`config.mk`:
```
export PLATFORM = sky130hd
export DESIGN_NAME = mem_reg_arbiter
export DESIGN_NICKNAME = d
export VERILOG_FILES = /design/src/rtl/mem_arb_pkg.sv /design/src/rtl/rr_arb2.sv /design/src/rtl/mem_reg_arbiter.sv
export SDC_FILE = /design/constraint.sdc
export NUM_CORES = 1
export LEC_CHECK = 0
export CORE_AREA = 2 2 128 130
export DETAILED_ROUTE_END_ITERATION = 8
export DIE_AREA = 0 0 130 132
export PLACE_DENSITY_LB_ADDON = 0.08
export SYNTH_ARGS = -nofsm -noshare
export SYNTH_HDL_FRONTEND = slang
export SYNTH_SLANG_ARGS = --single-unit
```
`constraint.sdc`:
```
create_clock -name clk -period 1.6 [get_ports clk]
set_input_delay 0.32 -clock clk [delete_from_list [all_inputs] [get_ports clk]]
set_output_delay 0.32 -clock clk [all_outputs]
set_load 0.02 [all_outputs]
```
`src/rtl/mem_arb_pkg.sv`:
```
// Shared types and helpers for the two-master mem_reg arbiter.
package mem_arb_pkg;

  localparam int NUM_MASTERS = 2;

  typedef struct packed {
    logic vld;
    logic id;
    logic err;
  } tag_t;

  // Full-width unsigned compare; callers zero-extend to 64 bits.
  function automatic logic in_range(input logic [63:0] addr, input logic [63:0] mem_size);
    return addr < mem_size;
  endfunction

endpackage

```
`src/rtl/rr_arb2.sv`:
```
// Two-way round-robin arbiter; the master not granted last wins a tie.
module rr_arb2
  import mem_arb_pkg::*;
(
  input  logic                   clk,
  input  logic                   rst_n,
  input  logic [NUM_MASTERS-1:0] req,
  input  logic                   hs,
  output logic [NUM_MASTERS-1:0] gnt
);

  logic last_grant_q;
  logic last_grant_d;

  always_comb begin
    gnt = '0;
    if (req[0] && (!req[1] || last_grant_q)) begin
      gnt[0] = 1'b1;
    end else if (req[1]) begin
      gnt[1] = 1'b1;
    end
    last_grant_d = hs ? gnt[1] : last_grant_q;
  end

  // Reset value 1 lets master 0 win the first contested cycle.
  always_ff @(posedge clk) begin
    if (!rst_n) begin
      last_grant_q <= 1'b1;
    end else begin
      last_grant_q <= last_grant_d;
    end
  end

endmodule

```
`src/rtl/mem_reg_arbiter.sv`:
```
// Round-robin sequencer sharing one registered-read RAM port between two masters;
// fixed 2-cycle handshake-to-response latency, one access per clock.
module mem_reg_arbiter
  import mem_arb_pkg::*;
#(
  parameter int MEM_SIZE   = 4096,
  parameter int ADDR_WIDTH = 32,
  parameter int DATA_WIDTH = 32
) (
  input  logic                  clk,
  input  logic                  rst_n,
  input  logic                  m0_req_valid,
  output logic                  m0_req_ready,
  input  logic                  m0_req_we,
  input  logic [ADDR_WIDTH-1:0] m0_req_addr,
  input  logic [DATA_WIDTH-1:0] m0_req_wdata,
  output logic                  m0_rsp_valid,
  output logic [DATA_WIDTH-1:0] m0_rsp_rdata,
  output logic                  m0_rsp_err,
  input  logic                  m1_req_valid,
  output logic                  m1_req_ready,
  input  logic                  m1_req_we,
  input  logic [ADDR_WIDTH-1:0] m1_req_addr,
  input  logic [DATA_WIDTH-1:0] m1_req_wdata,
  output logic                  m1_rsp_valid,
  output logic [DATA_WIDTH-1:0] m1_rsp_rdata,
  output logic                  m1_rsp_err,
  output logic                  mem_we,
  output logic [ADDR_WIDTH-1:0] mem_addr,
  output logic [ADDR_WIDTH-1:0] mem_addw,
  output logic [DATA_WIDTH-1:0] mem_din,
  input  logic [DATA_WIDTH-1:0] mem_dout
);

  logic [NUM_MASTERS-1:0] req;
  logic [NUM_MASTERS-1:0] gnt;
  logic                   hs;
  logic                   sel_we;
  logic [ADDR_WIDTH-1:0]  sel_addr;
  logic [DATA_WIDTH-1:0]  sel_wdata;
  logic                   sel_ok;

  logic                   mem_we_q,   mem_we_d;
  logic [ADDR_WIDTH-1:0]  mem_addr_q, mem_addr_d;
  logic [DATA_WIDTH-1:0]  mem_din_q,  mem_din_d;
  tag_t                   tag_p0_q,   tag_p0_d;
  tag_t                   tag_p1_q,   tag_p1_d;

  // No request is offered to the arbiter while reset is held.
  assign req = {m1_req_valid, m0_req_valid} & {NUM_MASTERS{rst_n}};
  assign hs  = |gnt;

  rr_arb2 u_rr_arb2 (
    .clk   (clk),
    .rst_n (rst_n),
    .req   (req),
    .hs    (hs),
    .gnt   (gnt)
  );

  assign m0_req_ready = gnt[0];
  assign m1_req_ready = gnt[1];

  always_comb begin
    sel_we    = gnt[1] ? m1_req_we    : m0_req_we;
    sel_addr  = gnt[1] ? m1_req_addr  : m0_req_addr;
    sel_wdata = gnt[1] ? m1_req_wdata : m0_req_wdata;
    sel_ok    = in_range(64'(sel_addr), 64'(MEM_SIZE));

    mem_we_d   = hs && sel_we && sel_ok;
    mem_addr_d = hs ? sel_addr  : mem_addr_q;
    mem_din_d  = hs ? sel_wdata : mem_din_q;

    tag_p0_d.vld = hs;
    tag_p0_d.id  = gnt[1];
    tag_p0_d.err = hs && !sel_ok;
    tag_p1_d     = tag_p0_q;
  end

  // Issue stage (p0) and response stage (p1)
  always_ff @(posedge clk) begin
    if (!rst_n) begin
      mem_we_q   <= 1'b0;
      mem_addr_q <= '0;
      mem_din_q  <= '0;
      tag_p0_q   <= '0;
      tag_p1_q   <= '0;
    end else begin
      mem_we_q   <= mem_we_d;
      mem_addr_q <= mem_addr_d;
      mem_din_q  <= mem_din_d;
      tag_p0_q   <= tag_p0_d;
      tag_p1_q   <= tag_p1_d;
    end
  end

  assign mem_we   = mem_we_q;
  assign mem_addr = mem_addr_q;
  assign mem_addw = mem_addr_q;
  assign mem_din  = mem_din_q;

  // The RAM word arrives alongside tag_p1; out-of-range responses carry zero.
  assign m0_rsp_valid = tag_p1_q.vld && !tag_p1_q.id;
  assign m1_rsp_valid = tag_p1_q.vld &&  tag_p1_q.id;
  assign m0_rsp_err   = m0_rsp_valid && tag_p1_q.err;
  assign m1_rsp_err   = m1_rsp_valid && tag_p1_q.err;
  assign m0_rsp_rdata = (m0_rsp_valid && !tag_p1_q.err) ? mem_dout : '0;
  assign m1_rsp_rdata = (m1_rsp_valid && !tag_p1_q.err) ? mem_dout : '0;

endmodule

```
Word-level counts from Yosys, hierarchy flattened
Cells that the tools add are included.
W data, S select, Z words.
- order comparisons: 1
- multiplexer cells: 8
- bitwise operators: 1
- reduce and logical (&&, ||, !) cells: 16
- operators by type and width (kind ; number):
    $mux W32 ; 4
    $lt A32 B13 Y1 const B ; 1
    $logic_and A1 B1 Y1 ; 10
    $logic_not A1 Y1 ; 4
    $mux W1 ; 4
    $and A2 B2 Y2 ; 1
    $reduce_or A2 Y1 ; 1
    $logic_or A1 B1 Y1 ; 1
- register bits after elaboration: 72
- output and inout port bits: 167

Longest topological paths before layout
- depth in word-level cells: 9
- mapped depth: 9
- mapped depth without buffers: 5

Cells and area by module
A second synthesis with hierarchy kept.
- cell total of the unflattened synthesis: 438
- area, all modules: 4021.4 sq um
- modules (own cells, without submodules) (module ; instances ; cells an instance ; area each (sq um) ; sequential area each (sq um)):
    mem_reg_arbiter ; 1 ; 431 ; 3963.8 ; 1421.4
    rr_arb2 ; 1 ; 7 ; 57.6 ; 20.0

Worst setup path before layout
Ideal clock, no wire load.
- path type: register -> output
- start point: register tag_p1_q[2] (netlist name)
- end point: output m0_rsp_rdata[10]
- arrival: 1.438 ns
- data required time: 1.280 ns
- slack: -0.158 ns
- cell stages (with the launch flop): 5
- path buffers: 1
- path through: dfxtp_1 -> nor2b_1 -> nor2b_1 -> clkbuf_1 -> and2_1
- word-level cells in the longest chain between the ends: 3
- ends and longest elaborated chain (element ; RTL line ; text):
    from (decl) ; mem_reg_arbiter.sv:47 ; tag_t tag_p1_q, tag_p1_d;
    from (signal assigned) ; mem_reg_arbiter.sv:93 ; tag_p1_q <= tag_p1_d;
    $logic_and A1 B1 Y1 ; mem_reg_arbiter.sv:103 ; assign m0_rsp_valid = tag_p1_q.vld && !tag_p1_q.id;
    named net m0_rsp_valid ; mem_reg_arbiter.sv:17 ; output logic m0_rsp_valid,
    $logic_and A1 B1 Y1 ; mem_reg_arbiter.sv:107 ; assign m0_rsp_rdata = (m0_rsp_valid && !tag_p1_q.err) ? mem_dout : '0;
    $mux W32 ; mem_reg_arbiter.sv:107 ;
    to (decl) ; mem_reg_arbiter.sv:18 ; output logic [DATA_WIDTH-1:0] m0_rsp_rdata,
The timed path passes the listed nets, and every way through them passes these cells.

Final worst setup path
- start point: register tag_p1_q[1] (netlist name)
- end point: output m1_rsp_rdata[18]
- word-level cells in the longest chain between the ends: 3
- ends and longest elaborated chain (element ; RTL line ; text):
    $logic_and A1 B1 Y1 ; mem_reg_arbiter.sv:104 ; assign m1_rsp_valid = tag_p1_q.vld && tag_p1_q.id;
    $logic_and A1 B1 Y1 ; mem_reg_arbiter.sv:108 ; assign m1_rsp_rdata = (m1_rsp_valid && !tag_p1_q.err) ? mem_dout : '0;
    $mux W32 ; mem_reg_arbiter.sv:108 ;
    to (decl) ; mem_reg_arbiter.sv:26 ; output logic [DATA_WIDTH-1:0] m1_rsp_rdata,
No other way between the ends.

==> results.yml <==
yosys:
  syn-cell-area_um2: 3870
  synth_cell_types: 28
  synth-simple-area-share: 0.272
  synth-adder-area-share: 0
  synth_top_family_by_area: "simple AND/OR/NAND/NOR gates"
  netlist_instances: 466
  syn-mean-instance-area_um2: 8.30
  yosys_warnings: 0
  synth_area_leaders: "dfxtp_1, and2_1, mux2i_1"
  syn_nets: 632
  synth_top_area_frac: 0.373
  synth_mux_area_frac: 0.0958
  yosys.area.top_type: "dfxtp_1"
  synth_xor_area_frac: 0
  synth_compound_area_frac: 0.141
  ys_seq_area_frac: 0.373
  synth_seq_cells: 72
critical_path:
  cp.required_ns: 1.28
  critPathMaxFanout: 8
  cpMaxStageDelayCell: "dfxtp_2"
  slowest_delay_ns: 0.35
  start_kind: "flop"
  critical_path_class: "flop to output port"
  path_buf_inv: 2
  critical_path.top_delay_family: "simple AND/OR/NAND/NOR gates"
  cp_cell_sequence: "and2_4, nor2b_4, clkbuf_16, and2_4, buf_6"
  cp-end-kind: "output port"
  cp.arrival_ns: 1.56
  crit_path_frequent_cell: "and2_4"
route:
  topRoutingLayerUsed: "met4"
  vias: 4522
  drtAntennaViolNets: 0
  met3_length_mm: 1.34
  wl_met1_mm: 6.65
  routed_via_density: 4.51
  drc: 0
  first_pass_iters: 4
  post_drt_wl_per_cell_um: 16.7
  wl_mm: 16.7
  drt_iter0_drc: 204
  wl_met2_mm: 8.47
floorplan:
  fp.dieH_um: 132
  ios: 333
  start_util: 0.246
  fp.dieW_um: 130
  core_um2: 15700
  rows: 46
  dieArea_um2: 17200
clock_network:
  cts.sinks: 72
  cts_buffer_depth: 2
  cts-root-buf: "clkbuf_16"
  htreeDepth: 3
  cts_buffers: 9
  cts_hold_buf: 0
  clk_latency_ns: 0.33
  cts.clk_slew.worst_paths_ns: 0.06
  cts_tree: "yes"
layout:
  area_delta_synth_final_pct: 110
  fin_util: 0.516
  antennaDiodeCount: 0
  nets: 949
  drive_gt1_frac: 0.281
  final_common_cell: "clkdlybuf4s50_1"
  layout_common_cells: "clkdlybuf4s50_1, dlygate4sd2_1, dfxtp_1"
global_route:
  grt_overflow: 0
  antenna_found_initial: 0
  grt_max_degree: 75
  grt_pass1_wl_mm: 23.9
  track_usage: 0.179
  grt_pass1_vias: 4341
run:
  drv_cap: 0
run_status:
  status: "finished, violations left"
  violations: "negative setup slack"
timing:
  slew_headroom: 0.670
  rsz0062_at_grt: "yes"
  finalMaxSlewViolations: 0
  fin_hold_ws_ns: 0.325
  setup_viol: 65
  fin_crit_ns: 1.88
  fin_skew_ns: 0.00618
  tightest_slew_ns: 0.495
  max_freq_mhz: 533
  fin_crit_sh: 1.17
  setup_slack_ns: -0.278
  hold_viol_final: 0
place:
  place.port_buffers: 332
  gp_congestion: 0.818
  place_ws_ns: -0.539
  post-dp-hpwl_mm: 12.0
power_and_ir_drop:
  power_mw: 6.04
  power_density_nw_per_um2: 745
  peakVddDrop_mv: 0.448
  leakage_nw: 3.85
worst_hold_path:
  min_path_type: "input pin to flop"
## final timing paths
kind	from	to	slack (ns)	cells past startpoint
max	tag_p1_q[1]$_SDFF_PN0_	m1_rsp_rdata[18]	-0.28	5
min	m0_req_addr[23]	mem_addr[23]$_SDFFE_PN0P_	0.32	3
max reg2reg	u_rr_arb2.last_grant_q$_SDFFE_PN1P_	tag_p0_q[0]$_SDFF_PN0_	0.01	6
min reg2reg	tag_p0_q[2]$_SDFF_PN0_	tag_p1_q[2]$_SDFF_PN0_	0.43	1
## Yosys cell counts
master / number
nor4_1: 8
dfxtp_1: 72
a21oi_1: 1
o21a_1: 1
o21ai_1: 13
buf_2: 11
or2_1: 1
inv_2: 2
mux2i_1: 37
o31a_1: 1
a31oi_1: 1
clkbuf_1: 20
nand3_1: 37
buf_6: 4
nand2_1: 59
nor2b_1: 3
and2_1: 70
a2111oi_2: 1
clkinv_1: 1
a311oi_1: 17
or4_1: 3
inv_1: 2
and3_1: 1
o21ai_0: 26
o2111ai_1: 1
a311oi_2: 10
nor2_1: 28
buf_4: 35
## metrics by stage
step                      cell area [um2]  cells  TNS (ns)
after global placement               7390    976    -49.22
after floorplan                      3910    466    -0.953
after global routing                 8100   1003    -19.67
after CTS                            7500    994    -14.55
final                                8100   1003    -15.43
after detailed placement             7390    976    -53.07
## tightest hold or removal path, cell delays in order
cell	delay, ns
dlymetal6s2s_1	0.14
nand2_1	0.07
a311oi_1	0.08
## power by group
group          total (mW)  switching [mW]  internal, mW  leakage, nW
Combinational        1.71           0.821         0.888         3.08
Sequential           2.04          0.0919          1.95        0.599
Clock                2.29           0.779          1.51        0.165
Total                6.04            1.69          4.35         3.85
## sequential cells by signal (all words and copies together), names as in the netlist
signal / cells
mem_addr: 32
mem_din: 32
tag_p0_q: 3
tag_p1_q: 3
mem_we: 1
u_rr_arb2.last_grant_q: 1
## layer usage
layer	up-vias	GRT usage
li1	2204	-
met1	2112	0.204
met2	189	0.307
met3	17	0.0597
met4	0	0.0651
met5	-	0
## layout make-up
cell class / instances / area, um2
multi-input combinational: 319 / 2240
clock buffer: 9 / 225
timing repair buffer: 376 / 3790
inverter: 5 / 18.8
sequential: 72 / 1450
clock inverter: 6 / 109
tap: 216 / 270
fill: 1545 / 7610
## cells by family (layout without fill, tap and decap cells)
logic type             after synthesis  after routing
AOI/OAI and AO/OA                   72             72
buffers and inverters               75            396
and+or+nand+nor                    210            210
DFF                                 72             72
muxes                               37             37
## what timing repair did
action	CTS	global route
pin swaps	8	53
endpoints found under the setup margin	233	103
setup buffers	3	2
gates resized for setup	423	183
endpoints found under the hold margin	0	0
cloned	0	7
Note: power is estimated with default switching activity, not from simulation.
